**src/rtl/perf_stats_pkg.sv**
```systemverilog
// perf_stats_pkg: shared FSM states and saturating-increment helper for perf_stats_unit
package perf_stats_pkg;
  typedef enum logic [1:0] {IDLE, DIV, DONE} state_t;
  localparam int MAX_W = 64;
  function automatic logic [MAX_W-1:0] sat_inc(input logic [MAX_W-1:0] v, input int w);
    logic [MAX_W-1:0] m;
    m = (w >= MAX_W) ? '1 : (MAX_W'(1) << w) - MAX_W'(1);
    return (v >= m) ? m : v + MAX_W'(1);
  endfunction
endpackage

```
**src/rtl/perf_stats_unit_seq_udiv.sv**
```systemverilog
// seq_udiv: restoring unsigned divider, one quotient bit per cycle, N cycles per divide
module seq_udiv #(
  parameter int N = 40
) (
  input  logic         clk,
  input  logic         rst,
  input  logic         start,
  input  logic [N-1:0] dividend,
  input  logic [N-1:0] divisor,
  output logic         busy,
  output logic         done,
  output logic [N-1:0] quotient
);
  localparam int CW = $clog2(N + 1);
  logic [N-1:0] r, q, d, r_in, q_in, d_in, r_nx;
  logic [N:0] t, diff;
  logic [CW-1:0] cnt;
  logic ld, ge;
  assign ld = start & ~busy;
  assign r_in = ld ? '0 : r;
  assign q_in = ld ? dividend : q;
  assign d_in = ld ? divisor : d;
  assign t = {r_in, q_in[N-1]};
  assign diff = t - {1'b0, d_in};
  assign ge = t >= {1'b0, d_in};
  assign r_nx = ge ? diff[N-1:0] : t[N-1:0];
  assign quotient = q;
  // the load cycle also performs the first iteration so the result is ready N cycles after start
  always_ff @(posedge clk or posedge rst)
    if (rst) begin
      r <= '0;
      q <= '0;
      d <= '0;
      cnt <= '0;
      busy <= 1'b0;
      done <= 1'b0;
    end else begin
      done <= 1'b0;
      if (ld) begin
        r <= r_nx;
        q <= {q_in[N-2:0], ge};
        d <= divisor;
        cnt <= CW'(N - 1);
        busy <= 1'b1;
      end else if (busy) begin
        r <= r_nx;
        q <= {q_in[N-2:0], ge};
        cnt <= cnt - 1'b1;
        if (cnt == CW'(1)) begin
          busy <= 1'b0;
          done <= 1'b1;
        end
      end
    end
endmodule

```
**src/rtl/perf_stats_unit.sv**
```systemverilog
// perf_stats_unit: saturating cycle/event counters, edge-triggered snapshot and fixed-point IPC
module perf_stats_unit
  import perf_stats_pkg::*;
#(
  parameter int NUM_EVENTS = 4,
  parameter int CNT_W      = 32,
  parameter int FRAC_W     = 8
) (
  input  logic                         clk,
  input  logic                         rst,
  input  logic                         count_en,
  input  logic                         clear,
  input  logic [NUM_EVENTS-1:0]        event_inc,
  input  logic                         stat_control,
  output logic                         busy,
  output logic                         stat_valid,
  output logic [CNT_W-1:0]             snap_cycles,
  output logic [NUM_EVENTS*CNT_W-1:0]  snap_events,
  output logic [CNT_W+FRAC_W-1:0]      ipc,
  output logic                         div_zero,
  output logic [NUM_EVENTS:0]          sat_flags
);
  localparam int N = CNT_W + FRAC_W;
  localparam logic [CNT_W-1:0] MAXV = '1;
  state_t state;
  logic [(NUM_EVENTS+1)*CNT_W-1:0] live;
  logic [NUM_EVENTS:0] inc;
  logic [CNT_W-1:0] live_cyc;
  logic [N-1:0] quot;
  logic prev, trig, div_start, div_busy, div_done;
  // the top counter slot is the cycle counter, which advances on every enabled cycle
  assign inc = {1'b1, event_inc} & {(NUM_EVENTS+1){count_en}};
  assign live_cyc = live[NUM_EVENTS*CNT_W +: CNT_W];
  assign trig = stat_control & ~prev;
  assign div_start = (state == IDLE) && trig && (live_cyc != '0) && !div_busy;
  genvar g;
  generate
    for (g = 0; g <= NUM_EVENTS; g++) begin : g_cnt
      logic [CNT_W-1:0] c;
      logic f;
      always_ff @(posedge clk or posedge rst)
        if (rst) begin
          c <= '0;
          f <= 1'b0;
        end else if (clear) begin
          c <= '0;
          f <= 1'b0;
        end else if (inc[g]) begin
          c <= CNT_W'(sat_inc(MAX_W'(c), CNT_W));
          f <= f | (c >= MAXV - 1'b1);
        end
      assign live[g*CNT_W +: CNT_W] = c;
      assign sat_flags[g] = f;
    end
  endgenerate
  seq_udiv #(.N(N)) u_div (
    .clk      (clk),
    .rst      (rst),
    .start    (div_start),
    .dividend ({live[CNT_W-1:0], {FRAC_W{1'b0}}}),
    .divisor  (N'(live_cyc)),
    .busy     (div_busy),
    .done     (div_done),
    .quotient (quot)
  );
  always_ff @(posedge clk or posedge rst)
    if (rst) begin
      state <= IDLE;
      prev <= 1'b0;
      busy <= 1'b0;
      stat_valid <= 1'b0;
      snap_cycles <= '0;
      snap_events <= '0;
      ipc <= '0;
      div_zero <= 1'b0;
    end else begin
      prev <= stat_control;
      stat_valid <= 1'b0;
      case (state)
        IDLE: if (trig) begin
          snap_cycles <= live_cyc;
          snap_events <= live[NUM_EVENTS*CNT_W-1:0];
          if (live_cyc == '0) begin
            ipc <= '1;
            div_zero <= 1'b1;
            stat_valid <= 1'b1;
            state <= DONE;
          end else begin
            div_zero <= 1'b0;
            busy <= 1'b1;
            state <= DIV;
          end
        end
        DIV: if (div_done) begin
          ipc <= quot;
          busy <= 1'b0;
          stat_valid <= 1'b1;
          state <= DONE;
        end
        default: state <= IDLE;
      endcase
    end
`ifndef SYNTHESIS
  always @(posedge clk)
    if (!rst && state == DONE) begin
      $display("perf_stats: cycles=%0d", snap_cycles);
      for (int i = 0; i < NUM_EVENTS; i++)
        $display("perf_stats: event[%0d]=%0d", i, snap_events[i*CNT_W +: CNT_W]);
      $display("perf_stats: ipc=%0d.%03d", ipc >> FRAC_W, (64'(ipc[FRAC_W-1:0]) * 64'd1000) >> FRAC_W);
    end
`endif
endmodule

```
**config.mk**
```make
export PLATFORM = sky130hd
export DESIGN_NAME = perf_stats_unit
export DESIGN_NICKNAME = d
export VERILOG_FILES = /design/src/rtl/perf_stats_pkg.sv /design/src/rtl/perf_stats_unit_seq_udiv.sv /design/src/rtl/perf_stats_unit.sv
export SDC_FILE = /design/constraint.sdc
export NUM_CORES = 1
export LEC_CHECK = 0
export CELL_PAD_IN_SITES_DETAIL_PLACEMENT = 1
export CELL_PAD_IN_SITES_GLOBAL_PLACEMENT = 1
export CORE_MARGIN = 2
export CORE_UTILIZATION = 45
export CTS_CLUSTER_DIAMETER = 60
export DETAILED_ROUTE_END_ITERATION = 8
export HOLD_SLACK_MARGIN = 0.15
export MAX_ROUTING_LAYER = met4
export PLACE_DENSITY_LB_ADDON = 0.1
export SLEW_MARGIN = 5
export SYNTH_ARGS = -nofsm -noshare
export SYNTH_HDL_FRONTEND = slang
export SYNTH_SLANG_ARGS = --single-unit
export TNS_END_PERCENT = 20
```
**constraint.sdc**
```tcl
create_clock -name clk -period 24.5 [get_ports clk]
set_input_delay 4.9 -clock clk [delete_from_list [all_inputs] [get_ports clk]]
set_output_delay 4.9 -clock clk [all_outputs]
set_load 0.01 [all_outputs]
```
# After elaboration in Yosys (flattened, before gate mapping)
# Index checks and enable logic that the tools add are counted.
# Widths: inputs -> output; s select.
# totals
wordCells,133
input_bits,9
out_inout_bits,208
regBits,499
# classes
eq_ne,6
muxes,57
order_cmp,11
addsub,7
n_reduce_logical,18
bitwise,10
# op_table
operator,count
$mux 32,15
$mux 40,11
$ge 32x32->1 const B,10
$add 32x1->32 const B,5
$pmux 40 s2,1
$ge 41x40->1,1
$sub 40x40->40,1
$logic_not 32->1,1
$reduce_bool 32->1,1
$mux 1,22
$reduce_bool 2->1,7
$mux 6,2
$reduce_and 4->1,2
$eq 6x1->1 const B,1
$mux 2,3
$sub 6x1->6 const B,1
$and 5x5->5,1
$or 1x1->1,5
$ne 2x1->1 const B,2
$ne 2x2->1 const B,2
$pmux 1 s2,2
$pmux 2 s2,1
$reduce_and 2->1,2
$logic_and 1x1->1,3
5 further kinds,7

# Longest topological paths before layout
# Gate-level depths: netlist (run 1).
# depth
ltp_word,11
ltp_mapped,22
ltp_nobuf,19

# Modules after synthesis
# A second synthesis (run 1) with hierarchy kept.
# hier_totals
hier_cells,2779
hier_area_um2,26003.7
# modules_own_cells
module,cells_per_inst,instances,area_per_inst_um2,seq_area_each_um2
perf_stats_unit,1843,1,17460.5,9283.9
seq_udiv,936,1,8543.2,3203.1

# Worst setup path before layout (run 1)
# OpenSTA, ideal clock, no wires.
# synth_timing
path_kind,input -> register
start,input port stat_control
end,register u_div.r[20]
setup_ps,126
required_time_ps,24374
path_slack_ps,15464
cell_stages,19
arrival_time_ps,8910
n_path_buf,3
cell_sequence,nor4b_4 -> nand2_1 -> a21o_2 -> clkbuf_1 -> buf_1 -> clkbuf_1 -> o21ai_0 -> ha_1 -> inv_1 -> fa_1 -> a211oi_1 -> nor2_1 -> o311a_1 -> a22oi_1 -> a311oi_1 -> o21a_1 -> nor3_1 -> nor3_1 -> a221o_1
# synth_via
elab_chain_len,10
word_cells_on_any_way,14
cone_classes,1 x add/sub; 1 x order compare; 6 x mux; 2 x bitwise; 4 x reduce/logical
# synth_lines
element,line_no,text
from (decl),perf_stats_unit.sv:14,"input logic stat_control,"
$and 1x1->1 (*),perf_stats_unit.sv:34,assign trig = stat_control & ~prev;
$logic_and 1x1->1 (*) (3 in a row),perf_stats_unit.sv:35,assign div_start = (state == IDLE) && trig && (live_cyc != '0) && !div_busy;
$and 1x1->1 (*),perf_stats_unit_seq_udiv.sv:19,assign ld = start & ~busy;
$mux 40 (*),perf_stats_unit_seq_udiv.sv:22,assign d_in = ld ? divisor : d;
via u_div.d_in[0],perf_stats_unit_seq_udiv.sv:15,"logic [N-1:0] r, q, d, r_in, q_in, d_in, r_nx;"
$sub 40x40->40 / $ge 41x40->1 (equally long branches),"perf_stats_unit_seq_udiv.sv:24, perf_stats_unit_seq_udiv.sv:25",
$mux 40 (*),perf_stats_unit_seq_udiv.sv:26,assign r_nx = ge ? diff[N-1:0] : t[N-1:0];
$mux 40,perf_stats_unit_seq_udiv.sv:45,end else if (busy) begin
$mux 40 (*),perf_stats_unit_seq_udiv.sv:39,if (ld) begin
to (signal assigned),perf_stats_unit_seq_udiv.sv:40,r <= r_nx;
to (signal assigned),perf_stats_unit_seq_udiv.sv:46,r <= r_nx;
to (decl),perf_stats_unit_seq_udiv.sv:15,
# The timed path passes the listed nets; every way through them passes the cells marked *. The select of a mux whose other input is x is not followed.
# A chain may end at the register's enable or synchronous reset.

# Worst setup path after layout (run 1)
# layout_timing
start,input port stat_control
end,register u_div.r[25]
# layout_via
elab_chain_len,10
word_cells_on_any_way,14
cone_classes,1 x add/sub; 1 x order compare; 6 x mux; 2 x bitwise; 4 x reduce/logical
# layout_lines
element,line_no
$and 1x1->1 (*),perf_stats_unit.sv:34
$logic_and 1x1->1 (*) (3 in a row),perf_stats_unit.sv:35
$and 1x1->1 (*),perf_stats_unit_seq_udiv.sv:19
"$mux 40, on equally long branches","perf_stats_unit_seq_udiv.sv:21, perf_stats_unit_seq_udiv.sv:20, perf_stats_unit_seq_udiv.sv:22"
$sub 40x40->40 / $ge 41x40->1 (equally long branches),"perf_stats_unit_seq_udiv.sv:24, perf_stats_unit_seq_udiv.sv:25"
$mux 40,perf_stats_unit_seq_udiv.sv:26
$mux 40,perf_stats_unit_seq_udiv.sv:45
$mux 40,perf_stats_unit_seq_udiv.sv:39
# Every way passes the cells marked *; elsewhere a longest branch is shown, timed or not. The select of a mux whose other input is x is not followed.

==> results of run 1 <==
## flip-flops by register name (all words and copies together) (netlist names), 5 cells and up
name and cells:
g_cnt.f 5, u_div.cnt 6, u_div.quotient 40, g_cnt.c 160, snap_cycles 32, ipc 40, u_div.d 40, u_div.r 40
snap_events 128
## worst paths after layout
path                                  startpoint                           to  slack (ps)  cells past startpoint
max in group asynchronous                    rst  snap_events[58]$_DFFE_PP0N_       18080                      3
min in group asynchronous                    rst  snap_events[71]$_DFFE_PP0N_        4880                      2
min reg2reg                u_div.d[34]$_DFF_PP0_        u_div.d[34]$_DFF_PP0_         470                      2
max                                 stat_control      u_div.r[25]$_DFFE_PP0P_       14080                     17
max reg2reg                 u_div.busy$_DFF_PP0_      u_div.r[25]$_DFFE_PP0P_       16980                     17
min                        u_div.d[34]$_DFF_PP0_        u_div.d[34]$_DFF_PP0_         470                      2
## metal layers
metal | share of wire [%] | routed length, um | global-route usage, %
met4 | 2.5 | 1970 | 7.66
met2 | 47 | 37100 | 44.6
met5 | 0 | 0 | -
met1 | 45 | 35500 | 37.9
met3 | 4.7 | 3660 | 4.32
## Yosys cell counts (all sizes together), types with 56 or more instances
| cell | count | area [sq um] |
|---|---|---|
| nor2 | 287 | 1080 |
| o21ai | 156 | 781 |
| nor3 | 63 | 325 |
| dfrtp | 499 | 12500 |
| nand4 | 60 | 388 |
| mux2i | 83 | 835 |
| inv | 82 | 308 |
| clkbuf | 142 | 533 |
| a21oi | 214 | 1090 |
| and2 | 56 | 350 |
| nand2 | 675 | 2550 |
| nand3 | 88 | 440 |
## logic make-up after synthesis
logic type               Yosys count  share of synthesized area, %
adder cells (fa/ha/maj)           54                          2.71
buffers and inverters            256                          4.18
XOR/XNOR                          34                          1.18
multiplexers                      84                          3.36
AO/OA/AOI/OAI                    600                          14.7
AND/OR/NAND/NOR                 1354                          24.3
flip-flops                       499                          49.6
## power groups by stage
| stage | Clock [mW] | Sequential (mW) | Combinational [mW] |
|---|---|---|---|
| 6_report | 0.900 | 1.02 | 1.03 |
| 3_5_place_dp | 0 | 1.03 | 1.02 |
| 4_1_cts | 0.920 | 1.02 | 1.02 |
| 2_1_floorplan | 0 | 1.02 | 0.698 |
| 3_3_place_gp | 0 | 1.03 | 0.981 |
| 5_1_grt | 0.954 | 1.03 | 1.14 |
## layout make-up
cell class	instances	area, sq um	share of cell area, %
clock buffers	80	1660	5.60
clock inverters	25	328	1.10
multi-input cells	2126	11700	39.2
flip-flops and latches	499	12500	42.0
repair buffers	235	2330	7.83
well taps	748	936	3.15
inverters	83	319	1.07
## critical path, stage by stage
cell and delay [ps]:
sky130_fd_sc_hd__clkdlybuf4s50_1 470, sky130_fd_sc_hd__nor4b_4 180, sky130_fd_sc_hd__nand2_1 220, sky130_fd_sc_hd__a21o_2 640
sky130_fd_sc_hd__buf_4 660, sky130_fd_sc_hd__mux2i_1 330, sky130_fd_sc_hd__ha_1 380, sky130_fd_sc_hd__a21o_1 220
sky130_fd_sc_hd__o21bai_1 200, sky130_fd_sc_hd__a221oi_1 680, sky130_fd_sc_hd__o221ai_1 260, sky130_fd_sc_hd__nand2b_1 150
sky130_fd_sc_hd__nand2_1 120, sky130_fd_sc_hd__nor2_2 690, sky130_fd_sc_hd__buf_4 370, sky130_fd_sc_hd__o21ai_0 120
sky130_fd_sc_hd__a221o_1 310
==> impl_results.md, run 1 <==
* Synthesized area at between 0.02 and 0.03 sq mm
* Net load switching power at between 1 and 1.5 mW
* Cell area reported after detailed placement at about 0.028 sq mm
* Final Max Slew Viols at 0
* Routed WL per cell at a little over 20 um
* Sort of element at the end of the critical path: register
* Skew-Pair Late Insertion Delay at about 630 ps
* P_int at approximately 1.9 mW
* DRC violations left at 0
* Final period utilization at 42.5%
* Number of synthesized register bits at between 400 and 500
* Number of cells in the finished layout apart from fillers at approximately 3800
* Transition time at the pin with the least slew margin at around 1100 ps
* Result of the run: finished clean
* Post-synth net total at just under 3000
* Clk root buf: sky130_fd_sc_hd__clkbuf_16
* Standard cell core area at ~0.055 sq mm
* Distinct cell type count after synthesis at 85
* Total global-route track usage at about 28%
* Global-route wire length before repair at about 130 mm
* Path category of the worst min-delay check: register to register
* Number of H-tree levels at 2
* Fraction of the core area covered by cells at the end of the flow at about 54%
* Count of placed standard cells including taps at roughly 3700
* Post-Route WL at 78.2 mm
* Mapped Cells at about 2900
* Most common library cell in the layout ignoring fill and taps: sky130_fd_sc_hd__nand2_1
* Effective utilization at floorplan at between 40 and 50%
* Max-Slew Margin vs Limit at approximately 29%
* HPWL after DPL at about 53 mm
* Register area share after synthesis at roughly 50%
* CP Max Fanout at 57
* Antenna violations before repair at 0
* Post-CTS Hold Buffers at 0
* Die height at ~240 um
* Number of cells upsized or downsized after cts at 0
* Cell Rows at 86
* Commonest non-fill, non-tap cells in the layout: sky130_fd_sc_hd__nand2_1 (673), sky130_fd_sc_hd__dfrtp_1 (498), sky130_fd_sc_hd__nor2_1 (285), sky130_fd_sc_hd__clkdlybuf4s50_1 (215), sky130_fd_sc_hd__a21oi_1 (210)
* Post-route worst setup slack at ~14000 ps
* Horizontal die dimension at approximately 240 um
* Register clock-pin slew on the reported worst setup and hold paths at 60 ps
* Clock sinks at ~500
* Top-level I/O count at 217
* Top_reg_cell synth: sky130_fd_sc_hd__dfrtp_1
* Number of buffers created by CTS at between 50 and 60
* Data arrival time of the worst path at approximately 11000 ps
* Count of TritonRoute iterations in the first routing pass at 5
* Post-placement worst setup slack at roughly 14000 ps
* Number of endpoints with negative hold slack in the final report at 0
* Switching part of the total power at a little over a third
* Number of filler cells placed in the layout at approximately 6400
* Shortest period the worst path allows at about 10000 ps
* Post-Layout Inst Area at roughly 0.03 sq mm
* Number of buffers inserted by post-CTS setup repair at 0
* Maximum number of pins on one net before global-route repair at around 180
* Vias at ~22000
* Max VDD drop at 61.6 uV
* Combinational fraction of design power at a little over a third
* Mean Syn Cell Area at roughly 8.7 sq um
* Post-DRT Antenna Nets at 0
* Category of the worst setup path launch point: input port
* Fraction of registers with async set or reset after synthesis at between 90% and 100%
* RSZ-0062 raised after global routing: false
* Number of DRC violations after detailed-routing iteration 0 at between 1000 and 1500
* Worst Setup Path Type: input port to register
* Min Hold Slack at ~470 ps
* Via count of the first global-routing pass at ~23000
* Deepest clock path buffer count at 3
* Floorplan die area at about 0.058 sq mm
* Post-synth EDFFs at 0
* Grt ovf at 0
* Final weighted congestion of routability-driven global placement at about 0.93
* Total number of nets in the final design at approximately 3100
* Power density relative to cell area at between 90 and 100 mW/mm^2
* Total Negative Setup Slacks at 0 ps
* Required time at the endpoint of the critical path at between 20000 and 30000 ps
* Area overhead of the layout relative to synthesis at 18.0%
* Per-cell via count in the routed design at ~5.8
* Share of total power in sequential cells at between 30% and 40%
* Number of max-capacitance violations reported at 0
* Clock power frac at 30.5%
* Highest clock frequency the design can meet at between 90 and 100 MHz
* Port bufs at roughly 220
* Count of yosys warnings during synthesis at 0
* Ratio of cells with drive above 1 in the final layout at under 10%
* Ant diodes at 0
* Overall power after layout at roughly 2.9 mW
* Leakage at about 14 nW
* Setup violation total in the final timing report at 0
* Clock tree from TritonCTS: yes
* Clock skew after layout at between 30 and 40 ps
Note: power is estimated with default switching activity, not from simulation.
==> inputs of run 2 (changes only) <==
CORE_UTILIZATION = 40   (was 45)
clock period = 8.7 ns   (was 24.5 ns; I/O delays follow)
==> run 2 against run 1 <==
Compared with the run above: first-iteration DRC count increased by 2.3%; clock-buffer cell count is 10 higher; register-to-register slack worse by 14000 ps; critical path depth down 1; sequential share of layout area down 0.35 points; clock skew decreased by 11 ps; sequential cell count stayed put; cell count up 2.6%; clock power grew to 2.9 times the previous value; via count fell by 0.41%.
==> impl_results.md, run 2 (synthesis results as in run 1) <==
* Number of flip-flops in the largest register at 160
* Data arrival time of the worst path at approximately 7000 ps
* Clock tree from TritonCTS: yes
* Number of filler cells placed in the layout at ~7200
* Number of endpoints with negative hold slack in the final report at 0
* Die height at between 200 and 300 um
* Count of TritonRoute iterations in the first routing pass at 5
* Endpoint of the most critical setup path: u_div.r[35]$_DFFE_PP0P_
* Post-Route WL at slightly below 80 mm
* Final Max Slew Viols at 0
* Via count of the first global-routing pass at around 23000
* Total Negative Setup Slacks at 0 ps
* Number of buffers created by CTS at roughly 60
* Sort of element at the end of the critical path: register
* Standard cell core area at roughly 0.062 sq mm
* Deepest clock path buffer count at 3
* Leakage at roughly 14 nW
* HPWL after DPL at ~53 mm
* Path category of the worst min-delay check: register to register
* Count of placed standard cells including taps at roughly 3800
* Post-placement worst setup slack at roughly 1700 ps
* Routed WL per cell at 20.3 um
* Number of max-capacitance violations reported at 0
* Register-to-register setup slack at 2800 ps
* Max-Slew Margin vs Limit at about a third
* Per-cell via count in the routed design at about 5.6
* Total number of nets in the final design at between 3000 and 4000
* Vias at roughly 22000
* Number of buffers inserted by post-CTS setup repair at 0
* Top-level I/O count at approximately 220
* Clk root buf: sky130_fd_sc_hd__clkbuf_16
* Number of cells in the finished layout apart from fillers at slightly below 4000
* Clock skew after layout at approximately 22 ps
* Largest registers: g_cnt.c x160, snap_events x128
* Category of the worst setup path launch point: input port
* Commonest non-fill, non-tap cells in the layout: sky130_fd_sc_hd__nand2_1 (673), sky130_fd_sc_hd__dfrtp_1 (498), sky130_fd_sc_hd__nor2_1 (285), sky130_fd_sc_hd__clkdlybuf4s50_1 (215), sky130_fd_sc_hd__a21oi_1 (210)
* Number of DRC violations after detailed-routing iteration 0 at about 1400
* Clock sinks at about 500
* Worst setup path startpoint: stat_control
* Final weighted congestion of routability-driven global placement at ~0.9
* Floorplan die area at 0.0650 sq mm
* Endpoint of the lowest-slack register-to-register path: u_div.r[35]$_DFFE_PP0P_
* Ant diodes at 0
* FF-to-FF Start: g_cnt[4].c[0]$_DFFE_PP0P_
* Area overhead of the layout relative to synthesis at 19.0%
* Post-route worst setup slack at between 2000 and 2500 ps
* Ratio of cells with drive above 1 in the final layout at under 10%
* Antenna violations before repair at 1
* Skew-Pair Late Insertion Delay at approximately 630 ps
* DRC violations left at 0
* Maximum number of pins on one net before global-route repair at around 160
* Total global-route track usage at 25.1%
* Effective utilization at floorplan at 40.7%
* Shortest period the worst path allows at approximately 6500 ps
* Global-route wire length before repair at roughly 130 mm
* Post-DRT Antenna Nets at 0
* Power density relative to cell area at ~280 mW/mm^2
* Number of cells upsized or downsized after cts at 0
* CP Max Fanout at 35
* Register clock-pin slew on the reported worst setup and hold paths at about 50 ps
* Post-Layout Inst Area at about 0.03 sq mm
* Final period utilization at 74.2%
* Max VDD drop at between 150 and 200 uV
* Grt ovf at 0
* Top reg by flops: g_cnt.c
* RSZ-0062 raised after global routing: false
* Port bufs at 216
* Post-CTS Hold Buffers at 0
* Worst Setup Path Type: input port to register
* Transition time at the pin with the least slew margin at between 1000 and 1500 ps
* Required time at the endpoint of the critical path at between 9000 and 10000 ps
* Min Hold Slack at approximately 460 ps
* Number of H-tree levels at 2
* Highest clock frequency the design can meet at 155 MHz
* Cell Rows at between 90 and 100
* Horizontal die dimension at 255 um
* Result of the run: finished clean
* Setup violation total in the final timing report at 0
* Most common library cell in the layout ignoring fill and taps: sky130_fd_sc_hd__nand2_1
* Worst-case reg-to-reg path depth at 17
* Cell area reported after detailed placement at 0.0279 sq mm
==> run 2: cell types whose count changed in the layout (fill, tap and decap cells not counted), sizes merged <==
cell / previous run / this run
bufinv: 6 / 7
clkbuf: 80 / 90
clkinv: 14 / 9
clkinvlp: 4 / 2
inv: 84 / 85
buf: 20 / 24
==> run 2: worst max-delay path, stage by stage <==
cell                              delay (ps)
sky130_fd_sc_hd__clkdlybuf4s50_1         510
sky130_fd_sc_hd__nor4b_4                 310
sky130_fd_sc_hd__nand2_1                 240
sky130_fd_sc_hd__a21o_2                  430
sky130_fd_sc_hd__buf_12                  260
sky130_fd_sc_hd__mux2i_1                 160
sky130_fd_sc_hd__ha_1                    450
sky130_fd_sc_hd__a21o_1                  220
sky130_fd_sc_hd__o21bai_1                180
sky130_fd_sc_hd__a221oi_1                690
sky130_fd_sc_hd__o221ai_1                280
sky130_fd_sc_hd__nand2b_1                150
sky130_fd_sc_hd__and2_1                  580
sky130_fd_sc_hd__nand2_8                 300
sky130_fd_sc_hd__a211oi_1                340
sky130_fd_sc_hd__nor4_1                   80
==> run 2: through the flow <==
stage                     power (mW)  utilization (%)
after global placement          5.70             45.0
after floorplan                 4.85                -
after detailed placement        5.77             45.0
after global routing            8.91             48.4
final                           8.39             48.4
after CTS                       8.47             48.4
==> run 2: how the worst min path moves through the flow <==
stage,startpoint,to,slack (ps),cells after the start
CTS,u_div.d[32]$_DFF_PP0_,u_div.d[32]$_DFF_PP0_,470,2
finish,u_div.d[32]$_DFF_PP0_,u_div.d[32]$_DFF_PP0_,460,2
global placement,u_div.done$_DFF_PP0_,state[0]$_DFFE_PP0P_,450,1
floorplan,u_div.d[32]$_DFF_PP0_,u_div.d[32]$_DFF_PP0_,430,2
detailed placement,u_div.d[32]$_DFF_PP0_,u_div.d[32]$_DFF_PP0_,460,2
global route,snap_events[74]$_DFFE_PP0N_,snap_events[74]$_DFFE_PP0N_,500,2
==> run 2: area by class of cell <==
class / instances / area (sq um) / area share, %
sequential: 499 / 12500 / 41.7
multi-input combinational: 2126 / 11700 / 38.9
timing repair buffer: 239 / 2380 / 7.95
clock buffer: 90 / 1780 / 5.92
tap: 837 / 1050 / 3.49
inverter: 83 / 315 / 1.05
clock inverter: 20 / 307 / 1.02
==> run 2: layer usage <==
| layer | wire length, um | vias to the layer above | share of wire, % | global-route usage [%] |
|---|---|---|---|---|
| met4 | 1800 | 0 | 2.3 | 6.62 |
| met2 | 37700 | 387 | 48 | 40.8 |
| li1 | - | 10200 | - | - |
| met1 | 36600 | 11100 | 46 | 33.3 |
| met5 | 0 | - | 0 | - |
| met3 | 2910 | 101 | 3.7 | 3.24 |
==> run 2: power breakdown <==
| part | internal [mW] | total, mW | switching (mW) |
|---|---|---|---|
| Clock | 1.61 | 2.65 | 1.04 |
| Sequential | 2.64 | 2.88 | 0.243 |
| Combinational | 1.12 | 2.86 | 1.74 |
| Total | 5.37 | 8.39 | 3.02 |
